[config.mk]
export PLATFORM = sky130hd
export DESIGN_NAME = el2_dbg_cmd_seq
export DESIGN_NICKNAME = d
export VERILOG_FILES = /design/src/rtl/el2_pkg.sv /design/src/rtl/el2_dbg_cmd_timer.sv /design/src/rtl/el2_dbg_cmd_seq.sv
export SDC_FILE = /design/constraint.sdc
export NUM_CORES = 1
export LEC_CHECK = 0
export CAP_MARGIN = 20
export CORE_ASPECT_RATIO = 0.5
export CORE_MARGIN = 2
export CORE_UTILIZATION = 44
export DETAILED_ROUTE_END_ITERATION = 10
export GPL_TIMING_DRIVEN = 0
export PLACE_DENSITY = 0.85
export SYNTH_ARGS = -nofsm -noshare
export SYNTH_HDL_FRONTEND = slang
export SYNTH_SLANG_ARGS = --single-unit
[constraint.sdc]
create_clock -name clk -period 4.3 [get_ports clk]
set_input_delay 0.86 -clock clk [delete_from_list [all_inputs] [get_ports clk]]
set_output_delay 0.86 -clock clk [all_outputs]
set_load 0.02 [all_outputs]
[src/rtl/el2_pkg.sv]
// Shared types and constants for the debug abstract-command sequencer.
package el2_pkg;

    localparam int unsigned DBG_ADDR_W = 32;
    localparam int unsigned DBG_DATA_W = 32;
    localparam int unsigned DBG_ERR_W  = 3;

    typedef enum logic [2:0] {
        DBG_IDLE      = 3'd0,
        DBG_WAIT_IDLE = 3'd1,
        DBG_ISSUE     = 3'd2,
        DBG_WAIT_DONE = 3'd3,
        DBG_RESP      = 3'd4
    } el2_dbg_seq_state_t;

    typedef struct packed {
        logic                  write;
        logic [1:0]            cmd_type;
        logic [DBG_ADDR_W-1:0] addr;
        logic [DBG_DATA_W-1:0] wrdata;
        logic [1:0]            size;
    } el2_dbg_cmd_pkt_t;

    localparam logic [1:0] DBG_TYPE_GPR  = 2'd0;
    localparam logic [1:0] DBG_TYPE_CSR  = 2'd1;
    localparam logic [1:0] DBG_TYPE_MEM  = 2'd2;
    localparam logic [1:0] DBG_TYPE_RSVD = 2'd3;

    localparam logic [DBG_ERR_W-1:0] DBG_ERR_NONE   = 3'd0;
    localparam logic [DBG_ERR_W-1:0] DBG_ERR_NOTSUP = 3'd2;
    localparam logic [DBG_ERR_W-1:0] DBG_ERR_EXC    = 3'd3;
    localparam logic [DBG_ERR_W-1:0] DBG_ERR_HALT   = 3'd4;
    localparam logic [DBG_ERR_W-1:0] DBG_ERR_BUS    = 3'd5;
    localparam logic [DBG_ERR_W-1:0] DBG_ERR_OTHER  = 3'd7;

endpackage

[src/rtl/el2_dbg_cmd_timer.sv]
// Saturating wait counter; expired once the count reaches all-ones.
module el2_dbg_cmd_timer #(
    parameter int unsigned TIMEOUT_W = 8
) (
    input  logic clk,
    input  logic rst_l,
    input  logic clr,
    input  logic inc,
    output logic expired
);

    logic [TIMEOUT_W-1:0] cnt;

    always_ff @(posedge clk or negedge rst_l) begin
        if (!rst_l) begin
            cnt <= '0;
        end else if (clr) begin
            cnt <= '0;
        end else if (inc && !expired) begin
            cnt <= cnt + TIMEOUT_W'(1);
        end
    end

    assign expired = &cnt;

endmodule

[src/rtl/el2_dbg_cmd_seq.sv]
// Abstract-command sequencer: precondition checks, single-cycle injection
// strobe toward decode/LSU, completion/timeout wait and registered response.
module el2_dbg_cmd_seq
    import el2_pkg::*;
#(
    parameter int unsigned TIMEOUT_W = 8
) (
    input  logic        clk,
    input  logic        rst_l,
    input  logic        dm_cmd_valid,
    output logic        dm_cmd_ready,
    input  logic        dm_cmd_write,
    input  logic [1:0]  dm_cmd_type,
    input  logic [31:0] dm_cmd_addr,
    input  logic [31:0] dm_cmd_wrdata,
    input  logic [1:0]  dm_cmd_size,
    input  logic        core_halted,
    input  logic        core_idle,
    output logic        dbg_cmd_valid,
    output logic        dbg_cmd_write,
    output logic [1:0]  dbg_cmd_type,
    output logic [31:0] dbg_cmd_addr,
    output logic [31:0] dbg_cmd_wrdata,
    output logic [1:0]  dbg_cmd_size,
    input  logic        dbg_cmd_done,
    input  logic        dbg_cmd_fail,
    input  logic [31:0] dbg_rddata,
    output logic        dm_rsp_valid,
    input  logic        dm_rsp_ready,
    output logic [2:0]  dm_rsp_cmderr,
    output logic [31:0] dm_rsp_data
);

    el2_dbg_seq_state_t    state, state_nxt;
    el2_dbg_cmd_pkt_t      pkt_q;
    logic                  accept_c;
    logic                  timer_clr_c;
    logic                  expired;
    logic [DBG_ERR_W-1:0]  err_c;
    logic [DBG_DATA_W-1:0] data_c;

    logic                  cmd_ready_nxt, cmd_valid_nxt, rsp_valid_nxt;
    logic [DBG_ERR_W-1:0]  cmderr_nxt;
    logic [DBG_DATA_W-1:0] rsp_data_nxt;

    assign accept_c    = (state == DBG_IDLE) && dm_cmd_valid;
    assign timer_clr_c = !((state == DBG_WAIT_IDLE) || (state == DBG_WAIT_DONE));

    el2_dbg_cmd_timer #(.TIMEOUT_W(TIMEOUT_W)) u_timer (
        .clk     (clk),
        .rst_l   (rst_l),
        .clr     (timer_clr_c),
        .inc     (!timer_clr_c),
        .expired (expired)
    );

    // Command fields load only on acceptance and hold until the next one.
    always_ff @(posedge clk or negedge rst_l) begin
        if (!rst_l) begin
            pkt_q <= '0;
        end else if (accept_c) begin
            pkt_q <= '{write:    dm_cmd_write,
                       cmd_type: dm_cmd_type,
                       addr:     dm_cmd_addr,
                       wrdata:   dm_cmd_wrdata,
                       size:     dm_cmd_size};
        end
    end

    always_ff @(posedge clk or negedge rst_l) begin
        if (!rst_l) begin
            state <= DBG_IDLE;
        end else begin
            state <= state_nxt;
        end
    end

    // Next state plus the cmderr/data to load when entering RESP.
    always_comb begin
        state_nxt = state;
        err_c     = DBG_ERR_NONE;
        data_c    = '0;
        case (state)
            DBG_IDLE: begin
                if (accept_c) begin
                    if (dm_cmd_type == DBG_TYPE_RSVD) begin
                        state_nxt = DBG_RESP;
                        err_c     = DBG_ERR_NOTSUP;
                    end else if (dm_cmd_type == DBG_TYPE_MEM) begin
                        state_nxt = DBG_ISSUE;
                    end else if (!core_halted) begin
                        state_nxt = DBG_RESP;
                        err_c     = DBG_ERR_HALT;
                    end else if (!core_idle) begin
                        state_nxt = DBG_WAIT_IDLE;
                    end else begin
                        state_nxt = DBG_ISSUE;
                    end
                end
            end
            DBG_WAIT_IDLE: begin
                if (core_idle && core_halted) begin
                    state_nxt = DBG_ISSUE;
                end else if (!core_halted) begin
                    state_nxt = DBG_RESP;
                    err_c     = DBG_ERR_HALT;
                end else if (expired) begin
                    state_nxt = DBG_RESP;
                    err_c     = DBG_ERR_OTHER;
                end
            end
            DBG_ISSUE: state_nxt = DBG_WAIT_DONE;
            DBG_WAIT_DONE: begin
                // Halt loss is ignored here: the injected op is already in flight.
                if (dbg_cmd_done) begin
                    state_nxt = DBG_RESP;
                    if (dbg_cmd_fail) begin
                        err_c = (pkt_q.cmd_type == DBG_TYPE_MEM) ? DBG_ERR_BUS : DBG_ERR_EXC;
                    end else if (!pkt_q.write) begin
                        data_c = dbg_rddata;
                    end
                end else if (expired) begin
                    state_nxt = DBG_RESP;
                    err_c     = DBG_ERR_OTHER;
                end
            end
            DBG_RESP: begin
                if (dm_rsp_ready) begin
                    state_nxt = DBG_IDLE;
                end
            end
            default: state_nxt = DBG_IDLE;
        endcase
    end

    // Output next-values, aligned with the state register.
    always_comb begin
        cmd_ready_nxt = (state_nxt == DBG_IDLE);
        cmd_valid_nxt = (state_nxt == DBG_ISSUE);
        rsp_valid_nxt = (state_nxt == DBG_RESP);
        cmderr_nxt    = dm_rsp_cmderr;
        rsp_data_nxt  = dm_rsp_data;
        if ((state_nxt == DBG_RESP) && (state != DBG_RESP)) begin
            cmderr_nxt   = err_c;
            rsp_data_nxt = data_c;
        end
    end

    always_ff @(posedge clk or negedge rst_l) begin
        if (!rst_l) begin
            dm_cmd_ready  <= 1'b1;
            dbg_cmd_valid <= 1'b0;
            dm_rsp_valid  <= 1'b0;
            dm_rsp_cmderr <= '0;
            dm_rsp_data   <= '0;
        end else begin
            dm_cmd_ready  <= cmd_ready_nxt;
            dbg_cmd_valid <= cmd_valid_nxt;
            dm_rsp_valid  <= rsp_valid_nxt;
            dm_rsp_cmderr <= cmderr_nxt;
            dm_rsp_data   <= rsp_data_nxt;
        end
    end

    assign dbg_cmd_write  = pkt_q.write;
    assign dbg_cmd_type   = pkt_q.cmd_type;
    assign dbg_cmd_addr   = pkt_q.addr;
    assign dbg_cmd_wrdata = pkt_q.wrdata;
    assign dbg_cmd_size   = pkt_q.size;

endmodule

==> results.md <==
- Status: finished, final reports clean
- Hold Slack: around 0.34 ns
- Drt first pass iters: 5
- Worst skew pair latency: roughly 0.4 ns
- Final Critical Period: about 2.4 ns
- Port Buffers: 215
- Multi-input gate area: approximately 0.0015 mm²
- P_sw: between 0.0015 and 0.002 W
- Commonest non-fill, non-tap cell in the layout: clkdlybuf4s50_1
- Die area: around 0.011 mm²
- Placed inst area: 0.006957 mm²
- Sw frac: 0.3254
- Fill count: roughly 700
- Maximum vdd ir drop: about 0.33 mV
- Root Buffer: clkbuf_16
- Met2 usage: 0.3884
- Fraction of layout cells with a size suffix above 1: 0.2135
- Final total power: around 0.0055 W
- Lkg Pwr: 3.199 nW
- CTS max path bufs: 2
- Reg2Reg Setup Slack: 2.19 ns
- Crit-path most repeated cell: buf_6
- Max incr delay on CP: around 0.52 ns
- Post-route cell area: 0.007548 mm²
- Die height: approximately 76 µm
- Crit Reg-Reg Endpoint: dm_rsp_data[23]
- Final worst path period share: 0.5691
- Clock share of power: 0.258
- Gr busiest metal: met2
- # setup viols final: 0
- Max Fanout on Critical Path: 10
- GR met1 Demand/Resource: 0.2648
- Post-DRT Antenna Nets: 0
- DRC Markers: 0
- Gp weighted congestion: around 0.89
- Post-synth EDFFs: 0
- # rows: 26
- Worst endpoint required time: about 4.6 ns
- Initial DRC count: 191
- Syn_area_per_cell: around 15 µm²
- CP Capture Point: dm_rsp_data[23]
- Total Wirelength: ~12 mm
- Core area: 0.01018 mm²
- Critical-path cell with the highest stage delay: clkdlybuf4s50_1
- DP Cell Count: 670
- GRT Total Usage: 0.2248
- Clock slew at reported path FFs: roughly 0.050 ns
- Max_slew headroom: 0.6387
- RR Startpoint: u_timer.cnt[0]
- Final Hold Fails: 0
- Synthesized flop and latch total: approximately 120
- Antenna violations before repair: 0
- RSZ-0062 raised after global routing: false
- CTS Hold Bufs: 0
- Vias in the first global route: 3,802
- Fin util: 0.7413
- Final HPWL DP: just under 9 mm
- Reg power frac: 0.321
- PwrDens: approximately 730 mW/mm²
- First-pass GRT wire length: between 15 and 20 mm
- Top FF cell, synth: dfrtp_1
- Synth Warn #: 0
- Synth-to-layout area growth: 64.07%
- GR Overflow Total: 0
- Post-CTS setup buffers: 0
- Setup CP Type: input port to flop
- Most area-hungry cell type in the Yosys netlist: dfrtp_1
- Initial Util: 0.4518
- Worst Reg2Reg Path Length in Cells: 9
- Vias per inst: between 5 and 6
- CP Capture Type: flop
- Antenna Cells: 0
- H-tree levels: 4
- Top post-synthesis cells by area: dfrtp_1, mux2_2, a22o_1
- Post-Syn Area: about 0.0046 mm²
- CTS Buf Count: 17
- Layout Cells excl Fill: about 700
- Clock skew: just under 0.009 ns
- Vias: ~3,500
- Detail-routed net length per standard cell: 17.41 µm
- Sequential area share after synthesis: 0.6421
- Internal power: roughly 0.0037 W
- HP Class: input port to async pin
- Largest net degree at the start of global routing: 86
- Max Freq: between 400 and 500 MHz
- M3 GR Usage: 0.06527
- FF/Latch Area: 0.002954 mm²
- Comb pwr share: 0.420
- I/O Pins: 216
- Max-cap violations: 0
- Slew Limit Fails: 0
- Critical path launch point: dm_cmd_valid
- Commonest non-fill, non-tap cells in the layout: clkdlybuf4s50_1, dfrtp_1, mux2_2
- Syn_nets: 424
- Distinct cells, synth: 42
- Final #Nets: roughly 660
- Setup crit start kind: input port
- Worst Tran Pin Value: approximately 0.53 ns
- CTS Sinks: 118
- CTS tree: yes
- Share of the synthesized area in the top cell type: 0.6364
- Synth async-reset ratio: 1.000
- Critical path, cell by cell: clkdlybuf4s50_1 > nor4b_1 > buf_2 > o21ai_0 > o221ai_2 > a21oi_2 > buf_6 > buf_6 > a22o_1
- Mapped Cells: approximately 310
- Die Span X: 148.6 µm
- Post_cts resized: 0
- Arrival time worst endpoint: 2.73 ns
## layout make-up
cell class / count / area share
plain buffers: 18 / 0.01492
clock buffers: 22 / 0.06150
clock inverters: 10 / 0.01691
inverters: 4 / 0.001989
multi-input cells: 174 / 0.2012
flip-flops and latches: 118 / 0.3913
well taps: 140 / 0.02321
repair buffers: 216 / 0.2889
## stage by stage
step                setup slack (ns)  TNS, ns
global placement              -2.175  -254.59
finish                         1.853        0
CTS                            1.867        0
detailed placement             1.461        0
global route                   1.756        0
floorplan                      2.243        0
## sequential cells by signal, indices dropped and copies added (netlist names), 2 cells and up
signal,flops
dbg_cmd_wrdata,32
dm_rsp_cmderr,3
dbg_cmd_type,2
dm_rsp_data,32
state,3
u_timer.cnt,8
dbg_cmd_size,2
dbg_cmd_addr,32
## layer usage
layer	routed length, µm	up-vias
li1	-	1620
met1	4842	1764
met2	6309	131
met3	730	32
met4	336	0
met5	0	-
## how the worst min path moves through the flow
stage	cells past startpoint	from	endpoint
global placement	1	dm_rsp_cmderr[1]	dm_rsp_cmderr[1]
floorplan	1	u_timer.cnt[2]	u_timer.cnt[2]
global route	1	rst_l	dbg_cmd_wrdata[16]
CTS	1	rst_l	dbg_cmd_wrdata[16]
finish	1	rst_l	dbg_cmd_wrdata[16]
detailed placement	1	dm_rsp_cmderr[1]	dm_rsp_cmderr[1]
## kinds of logic after synthesis
family,Yosys count,share of synthesized area
flip-flops,118,0.6421
adder cells (fa/ha/maj),1,0.002719
XOR/XNOR,5,0.009518
AND/OR/NAND/NOR,43,0.05140
multiplexers,69,0.1689
AO/OA/AOI/OAI,56,0.09763
buffers and inverters,22,0.02774
## synthesized netlist by cell type, drive strengths merged, types with 2 or more instances
cell    count
dfrtp     117
mux2       69
a22o       32
buf        14
nand2      11
nor2        9
o21ai       7
a21oi       5
clkbuf      4
inv         4
xnor2       4
nand2b      3
nor2b       3
nor4        3
nor4b       3
a211oi      2
a21o        2
nand3       2
nand4       2
nor3        2
o221ai      2
## power groups by stage
| stage | clock [W] | sequential, W | combinational (W) |
|---|---|---|---|
| global route | 0.00150 | 0.00182 | 0.00243 |
| floorplan | 0 | 0.00225 | 0.000714 |
| CTS | 0.00144 | 0.00176 | 0.00233 |
| finish | 0.00142 | 0.00176 | 0.00230 |
| detailed placement | 0 | 0.00177 | 0.00232 |
| global placement | 0 | 0.00175 | 0.00228 |
## critical path: cells and delay by family
family	cells	cell delay (ns)
buffers and inverters	4	1.07
AO/OA/AOI/OAI	4	0.58
AND/OR/NAND/NOR	1	0.22
Power figures use the tool's default switching activity.
